$ cat config.mk
export PLATFORM = sky130hd
export DESIGN_NAME = ctrl_pipe
export DESIGN_NICKNAME = d
export VERILOG_FILES = /design/src/rtl/ctrl_pipe.sv
export SDC_FILE = /design/constraint.sdc
export NUM_CORES = 1
export LEC_CHECK = 0
export ABC_AREA = 1
export CAP_MARGIN = 10
export CELL_PAD_IN_SITES_DETAIL_PLACEMENT = 1
export CELL_PAD_IN_SITES_GLOBAL_PLACEMENT = 1
export CORE_MARGIN = 2
export CORE_UTILIZATION = 33
export CTS_CLUSTER_DIAMETER = 80
export DETAILED_ROUTE_END_ITERATION = 8
export MAX_ROUTING_LAYER = met4
export PLACE_DENSITY_LB_ADDON = 0.1
export RECOVER_POWER = 100
export SYNTH_ARGS = -nofsm -noshare
export SYNTH_HDL_FRONTEND = slang
export SYNTH_SLANG_ARGS = --single-unit
$ cat constraint.sdc
create_clock -name clk -period 1.7 [get_ports clk]
set_input_delay 0.17 -clock clk [delete_from_list [all_inputs] [get_ports clk]]
set_output_delay 0.17 -clock clk [all_outputs]
set_load 0.03 [all_outputs]
$ cat src/rtl/ctrl_pipe.sv
// ctrl_pipe: control-side pipeline registers (ID/EX, EX/MEM, MEM/WB) for a
// 5-stage pipeline, with load-use hazard detection and stall/flush generation.
//
// Ports:
//   clk, reset        rising-edge clock, asynchronous active-high reset
//   id_ctrl[9:0]      decoded control bits from ID:
//                     {RegDest, Branch, MemRead, MemToReg, ALUOp1, ALUOp2,
//                      MemWrite, ALUSrc, RegWrite, Jump}
//   id_rs/rt/rd       register fields of the instruction in ID
//   ex_branch_taken   branch in EX resolved taken
//   stall             hold PC and IF/ID (combinational)
//   flush_ifid        squash IF/ID (combinational)
//   ex_*              ID/EX stage controls and register specifiers
//   mem_*             EX/MEM stage controls and destination
//   wb_*              MEM/WB stage controls and destination
//   stall_count       saturating count of stall cycles
module ctrl_pipe #(
  parameter int unsigned REG_W = 5,
  parameter int unsigned CNT_W = 16
) (
  input  logic             clk,
  input  logic             reset,
  input  logic [9:0]       id_ctrl,
  input  logic [REG_W-1:0] id_rs,
  input  logic [REG_W-1:0] id_rt,
  input  logic [REG_W-1:0] id_rd,
  input  logic             ex_branch_taken,
  output logic             stall,
  output logic             flush_ifid,
  output logic [1:0]       ex_ALUOp,
  output logic             ex_ALUSrc,
  output logic             ex_Branch,
  output logic             ex_MemRead,
  output logic [REG_W-1:0] ex_rs,
  output logic [REG_W-1:0] ex_rt,
  output logic [REG_W-1:0] ex_dest,
  output logic             mem_MemRead,
  output logic             mem_MemWrite,
  output logic             mem_MemToReg,
  output logic             mem_RegWrite,
  output logic [REG_W-1:0] mem_dest,
  output logic             wb_MemToReg,
  output logic             wb_RegWrite,
  output logic [REG_W-1:0] wb_dest,
  output logic [CNT_W-1:0] stall_count
);

  // ID/EX state
  logic [1:0]       ex_aluop_q, ex_aluop_d;
  logic             ex_alusrc_q, ex_alusrc_d;
  logic             ex_branch_q, ex_branch_d;
  logic             ex_memread_q, ex_memread_d;
  logic             ex_memwrite_q, ex_memwrite_d;
  logic             ex_memtoreg_q, ex_memtoreg_d;
  logic             ex_regwrite_q, ex_regwrite_d;
  logic [REG_W-1:0] ex_rs_q, ex_rs_d;
  logic [REG_W-1:0] ex_rt_q, ex_rt_d;
  logic [REG_W-1:0] ex_dest_q, ex_dest_d;

  // EX/MEM and MEM/WB state
  logic             mem_memread_q, mem_memwrite_q, mem_memtoreg_q, mem_regwrite_q;
  logic [REG_W-1:0] mem_dest_q;
  logic             wb_memtoreg_q, wb_regwrite_q;
  logic [REG_W-1:0] wb_dest_q;

  logic [CNT_W-1:0] stall_cnt_q, stall_cnt_d;

  logic             hazard_c;
  logic             bubble_c;
  logic [REG_W-1:0] id_dest_c;

  assign id_dest_c = id_ctrl[9] ? id_rd : id_rt;

  // Load in EX whose target feeds the instruction in ID; r0 never creates a dependency.
  assign hazard_c = ex_memread_q & (ex_rt_q != '0) &
                    ((ex_rt_q == id_rs) | (ex_rt_q == id_rt));

  // Hazard priority and next ID/EX value
  always_comb begin
    stall      = 1'b0;
    flush_ifid = 1'b0;
    bubble_c   = 1'b0;
    if (reset) begin
      bubble_c = 1'b1;
    end else if (ex_branch_taken) begin
      flush_ifid = 1'b1;
      bubble_c   = 1'b1;
    end else if (hazard_c) begin
      stall    = 1'b1;
      bubble_c = 1'b1;
    end else if (id_ctrl[0]) begin
      flush_ifid = 1'b1;
    end

    ex_aluop_d    = id_ctrl[5:4];
    ex_alusrc_d   = id_ctrl[2];
    ex_branch_d   = id_ctrl[8];
    ex_memread_d  = id_ctrl[7];
    ex_memwrite_d = id_ctrl[3];
    ex_memtoreg_d = id_ctrl[6];
    // Writes to r0 are dropped here so later stages never see them.
    ex_regwrite_d = id_ctrl[1] & (id_dest_c != '0);
    ex_rs_d       = id_rs;
    ex_rt_d       = id_rt;
    ex_dest_d     = id_dest_c;
    if (bubble_c) begin
      ex_aluop_d    = 2'b00;
      ex_alusrc_d   = 1'b0;
      ex_branch_d   = 1'b0;
      ex_memread_d  = 1'b0;
      ex_memwrite_d = 1'b0;
      ex_memtoreg_d = 1'b0;
      ex_regwrite_d = 1'b0;
      ex_rs_d       = '0;
      ex_rt_d       = '0;
      ex_dest_d     = '0;
    end
  end

  // Saturating stall counter next value
  always_comb begin
    stall_cnt_d = stall_cnt_q;
    if (stall && (stall_cnt_q != '1)) begin
      stall_cnt_d = stall_cnt_q + CNT_W'(1);
    end
  end

  // Pipeline registers; EX/MEM and MEM/WB advance unconditionally
  always_ff @(posedge clk or posedge reset) begin
    if (reset) begin
      ex_aluop_q     <= 2'b00;
      ex_alusrc_q    <= 1'b0;
      ex_branch_q    <= 1'b0;
      ex_memread_q   <= 1'b0;
      ex_memwrite_q  <= 1'b0;
      ex_memtoreg_q  <= 1'b0;
      ex_regwrite_q  <= 1'b0;
      ex_rs_q        <= '0;
      ex_rt_q        <= '0;
      ex_dest_q      <= '0;
      mem_memread_q  <= 1'b0;
      mem_memwrite_q <= 1'b0;
      mem_memtoreg_q <= 1'b0;
      mem_regwrite_q <= 1'b0;
      mem_dest_q     <= '0;
      wb_memtoreg_q  <= 1'b0;
      wb_regwrite_q  <= 1'b0;
      wb_dest_q      <= '0;
      stall_cnt_q    <= '0;
    end else begin
      ex_aluop_q     <= ex_aluop_d;
      ex_alusrc_q    <= ex_alusrc_d;
      ex_branch_q    <= ex_branch_d;
      ex_memread_q   <= ex_memread_d;
      ex_memwrite_q  <= ex_memwrite_d;
      ex_memtoreg_q  <= ex_memtoreg_d;
      ex_regwrite_q  <= ex_regwrite_d;
      ex_rs_q        <= ex_rs_d;
      ex_rt_q        <= ex_rt_d;
      ex_dest_q      <= ex_dest_d;
      mem_memread_q  <= ex_memread_q;
      mem_memwrite_q <= ex_memwrite_q;
      mem_memtoreg_q <= ex_memtoreg_q;
      mem_regwrite_q <= ex_regwrite_q;
      mem_dest_q     <= ex_dest_q;
      wb_memtoreg_q  <= mem_memtoreg_q;
      wb_regwrite_q  <= mem_regwrite_q;
      wb_dest_q      <= mem_dest_q;
      stall_cnt_q    <= stall_cnt_d;
    end
  end

  assign ex_ALUOp     = ex_aluop_q;
  assign ex_ALUSrc    = ex_alusrc_q;
  assign ex_Branch    = ex_branch_q;
  assign ex_MemRead   = ex_memread_q;
  assign ex_rs        = ex_rs_q;
  assign ex_rt        = ex_rt_q;
  assign ex_dest      = ex_dest_q;
  assign mem_MemRead  = mem_memread_q;
  assign mem_MemWrite = mem_memwrite_q;
  assign mem_MemToReg = mem_memtoreg_q;
  assign mem_RegWrite = mem_regwrite_q;
  assign mem_dest     = mem_dest_q;
  assign wb_MemToReg  = wb_memtoreg_q;
  assign wb_RegWrite  = wb_regwrite_q;
  assign wb_dest      = wb_dest_q;
  assign stall_count  = stall_cnt_q;

endmodule
==> run_results.csv <==
group,metric,value,unit
run_status,status,"finished with violations",
run_status,violations,"negative setup slack",
synthesis,synthCells,271,
routing,drt-initial-drc-count,61,
routing,dr.pass1.iters,2,
timing,worst_slack,-115,ps
timing,worstMarginPinSlew,1050,ps
worst_setup_path,crit_fanout,4,
floorplan,ios,82,
cells_and_area,finalNonFillerCells,472,
worst_setup_path,crit_slowest_cell,"dfrtp_1",
cells_and_area,num_antenna_cells,0,
synthesis,synth_cell_types,23,
floorplan,die_h,88.8,um
cells_and_area,nFillCells,841,
timing,slew_violations,0,
routing,vias_per_cell,4.41,
worst_setup_path,worstPathCellList,"inv_2, nand2_1, nand2_1, nor2_1, nand3_1, nand2_2, nand2_2, a21oi_2, nor2_1, buf_4",
clock_network,cts-root-buf,"clkbuf_8",
cells_and_area,multi_input_area,846,sq um
synthesis,synth_top_area_share,58.0,%
timing,timing.slew.headroom,30.0,%
clock_network,clk_latency,310,ps
power_and_ir_drop,p_leak,1.87,nW
timing,setup_viol_count_final,1,
cells_and_area,synthToLayoutAreaGrowth,48.5,%
global_route,grtUsageTotal,16.7,%
timing,fin_crit_sh,107,%
routing,num_vias,2082,
clock_network,cts_buffer_depth,2,
routing,ant_nets,0,
routing,drc,0,
synthesis,ys_ff_latch,55,
synthesis,synth_nets,300,
global_route,grt_pass1_wl,9.77,mm
routing,wl,6.05,mm
timing,rsz0062_at_grt,"yes",
place,dp_hpwl,4.58,mm
worst_setup_path,worstPathRequired,1530,ps
timing,period_needed,1810,ps
clock_network,htree_levels,2,
global_route,grt_max_degree,37,
synthesis,ys_warn_count,0,
place,port-buffer-count,81,
clock_network,cts_tree,"yes",
timing,hold_viol_final,0,
timing,hold-worst-slack,362,ps
cells_and_area,nets,404,
global_route,overflow,0,
power_and_ir_drop,power-per-cell-area,749,nW/um^2
floorplan,die_width,88.8,um
synthesis,synthTopCellsByArea,"dfrtp_1, nand2_1, nor2_1",
power_and_ir_drop,irDropWorstVdd,0.318,mV
worst_setup_path,worst-path-buf-inv,2,
timing,max_freq,551,MHz
global_route,grt_pass1_vias,2113,
worst_setup_path,endpoint_kind,"primary output",
routing,wire_per_inst,12.8,um
flow_run,maxCapViolations,0,
floorplan,dieArea,7880,sq um
cells_and_area,final_cell_mix,"nand2_1, dfrtp_1, nor2_1",
floorplan,row_count,30,
cells_and_area,final_util,51.3,%
worst_setup_path,critPathArrivalTime,1640,ps
min_path,hold_class,"reg2reg",
worst_setup_path,critPathTopFamily,"simple AND/OR/NAND/NOR gates",
synthesis,synth.avg_cell_area,8.75,sq um
cells_and_area,drive_gt1_share,15.2,%
worst_setup_path,critPathKind,"reg2out",
clock_network,cts.sinks,55,
synthesis,netlist_area,2370,sq um
floorplan,initial_core_util,34.5,%
worst_setup_path,critPathMaxStageDelay,440,ps
place,place_congestion,0.794,
synthesis,yosysTopAreaCell,"dfrtp_1",
floorplan,core-area,6870,sq um
timing,fin_skew,3.90,ps
cells_and_area,final_common_cell,"nand2_1",
place,dp_cells,460,
global_route,antenna_found_initial,0,
synthesis,seq_area_frac_synth,58.0,%
worst_setup_path,cp-start-kind,"flop",
cells_and_area,register_area,1380,sq um
clock_network,holdBufCountCts,0,
clock_network,path_clk_slew,110,ps
clock_network,cts_buffers,5,
[where the power goes]
group          internal, W  switching [W]
combinational     0.000151       0.000196
sequential         0.00135      0.0000190
clock             0.000455       0.000470
[per-layer routing]
| layer | GRT usage (%) | up-vias | part of all wire, % |
|---|---|---|---|
| met5 | - | - | 0 |
| met4 | 4.55 | 0 | 1.1 |
| met3 | 2.80 | 6 | 3.3 |
| met2 | 29.4 | 40 | 54 |
| met1 | 19.6 | 1014 | 41 |
| li1 | - | 1022 | - |
[layout make-up]
class / instances / share of cell area (%)
timing repair buffer: 102 / 26.3
sequential: 55 / 39.3
tap: 96 / 3.41
clock inverter: 3 / 1.42
inverter: 34 / 3.62
clock buffer: 5 / 1.95
multi-input combinational: 177 / 24.0
[path summary, 6_finish.rpt]
check / start / endpoint / slack, ps / cells after the start
worst min-delay path: ex_regwrite_q / mem_RegWrite / 360 / 0
worst min register to register: ex_regwrite_q / mem_RegWrite / 360 / 0
worst max register to register: stall_count[1] / stall_count[9] / 90 / 9
worst max-delay path: ex_rt[1] / flush_ifid / -110 / 10
min in group asynchronous: reset / ex_rs[2] / 510 / 3
max in group asynchronous: reset / stall_count[0] / 440 / 3
[logic make-up (layout without fill, tap and decap cells)]
logic type,Yosys count,count (layout),share of synthesized area (%)
xor+xnor,16,16,5.91
flops,55,55,58.0
fa+ha+maj,1,1,0.528
simple gates,152,152,27.1
compound gates,8,8,1.69
buf+inv,39,144,6.75
[repair_timing]
action / CTS / global route
setup endpoints to repair: 3 / 24
setup buffers: 4 / 0
pin swaps: 3 / 5
gates resized for setup: 10 / 10
[state kept, by name, summed over array words and instances (netlist names)]
name and count:
ex_rt 5, mem_MemRead 1, ex_Branch 1, ex_dest 5
ex_memwrite_q 1, wb_RegWrite 1, stall_count 16, wb_dest 5
ex_MemRead 1, mem_MemWrite 1, mem_RegWrite 1, mem_MemToReg 1
ex_ALUSrc 1, wb_MemToReg 1, ex_rs 5, mem_dest 5
ex_regwrite_q 1, ex_ALUOp 2, ex_memtoreg_q 1
[cell usage after synthesis]
cell type and instances:
a21oi_1 6, buf_2 2, buf_4 1, buf_6 1
clkbuf_1 1, dfrtp_1 55, ha_1 1, inv_1 31
inv_2 3, nand2_1 85, nand2_2 1, nand3_1 8
nand3_2 2, nand4_1 3, nand4_2 1, nor2_1 45
nor2_2 3, nor2_4 1, nor3_1 2, nor3_4 1
o21ai_0 2, xnor2_1 7, xor2_1 9
[per-stage QoR]
stage | total power, W | cell area [sq um] | TNS [ps] | worst slack (ps)
floorplan | 0.00156 | 2370 | 0 | 64.0
global placement | 0.00176 | 3430 | -1.28 | -1.28
detailed placement | 0.00176 | 3430 | -46.7 | -46.7
CTS | 0.00270 | 3590 | -122 | -122
global route | 0.00276 | 3520 | -798 | -242
finish | 0.00264 | 3520 | -115 | -115
Power figures use the tool's default switching activity.
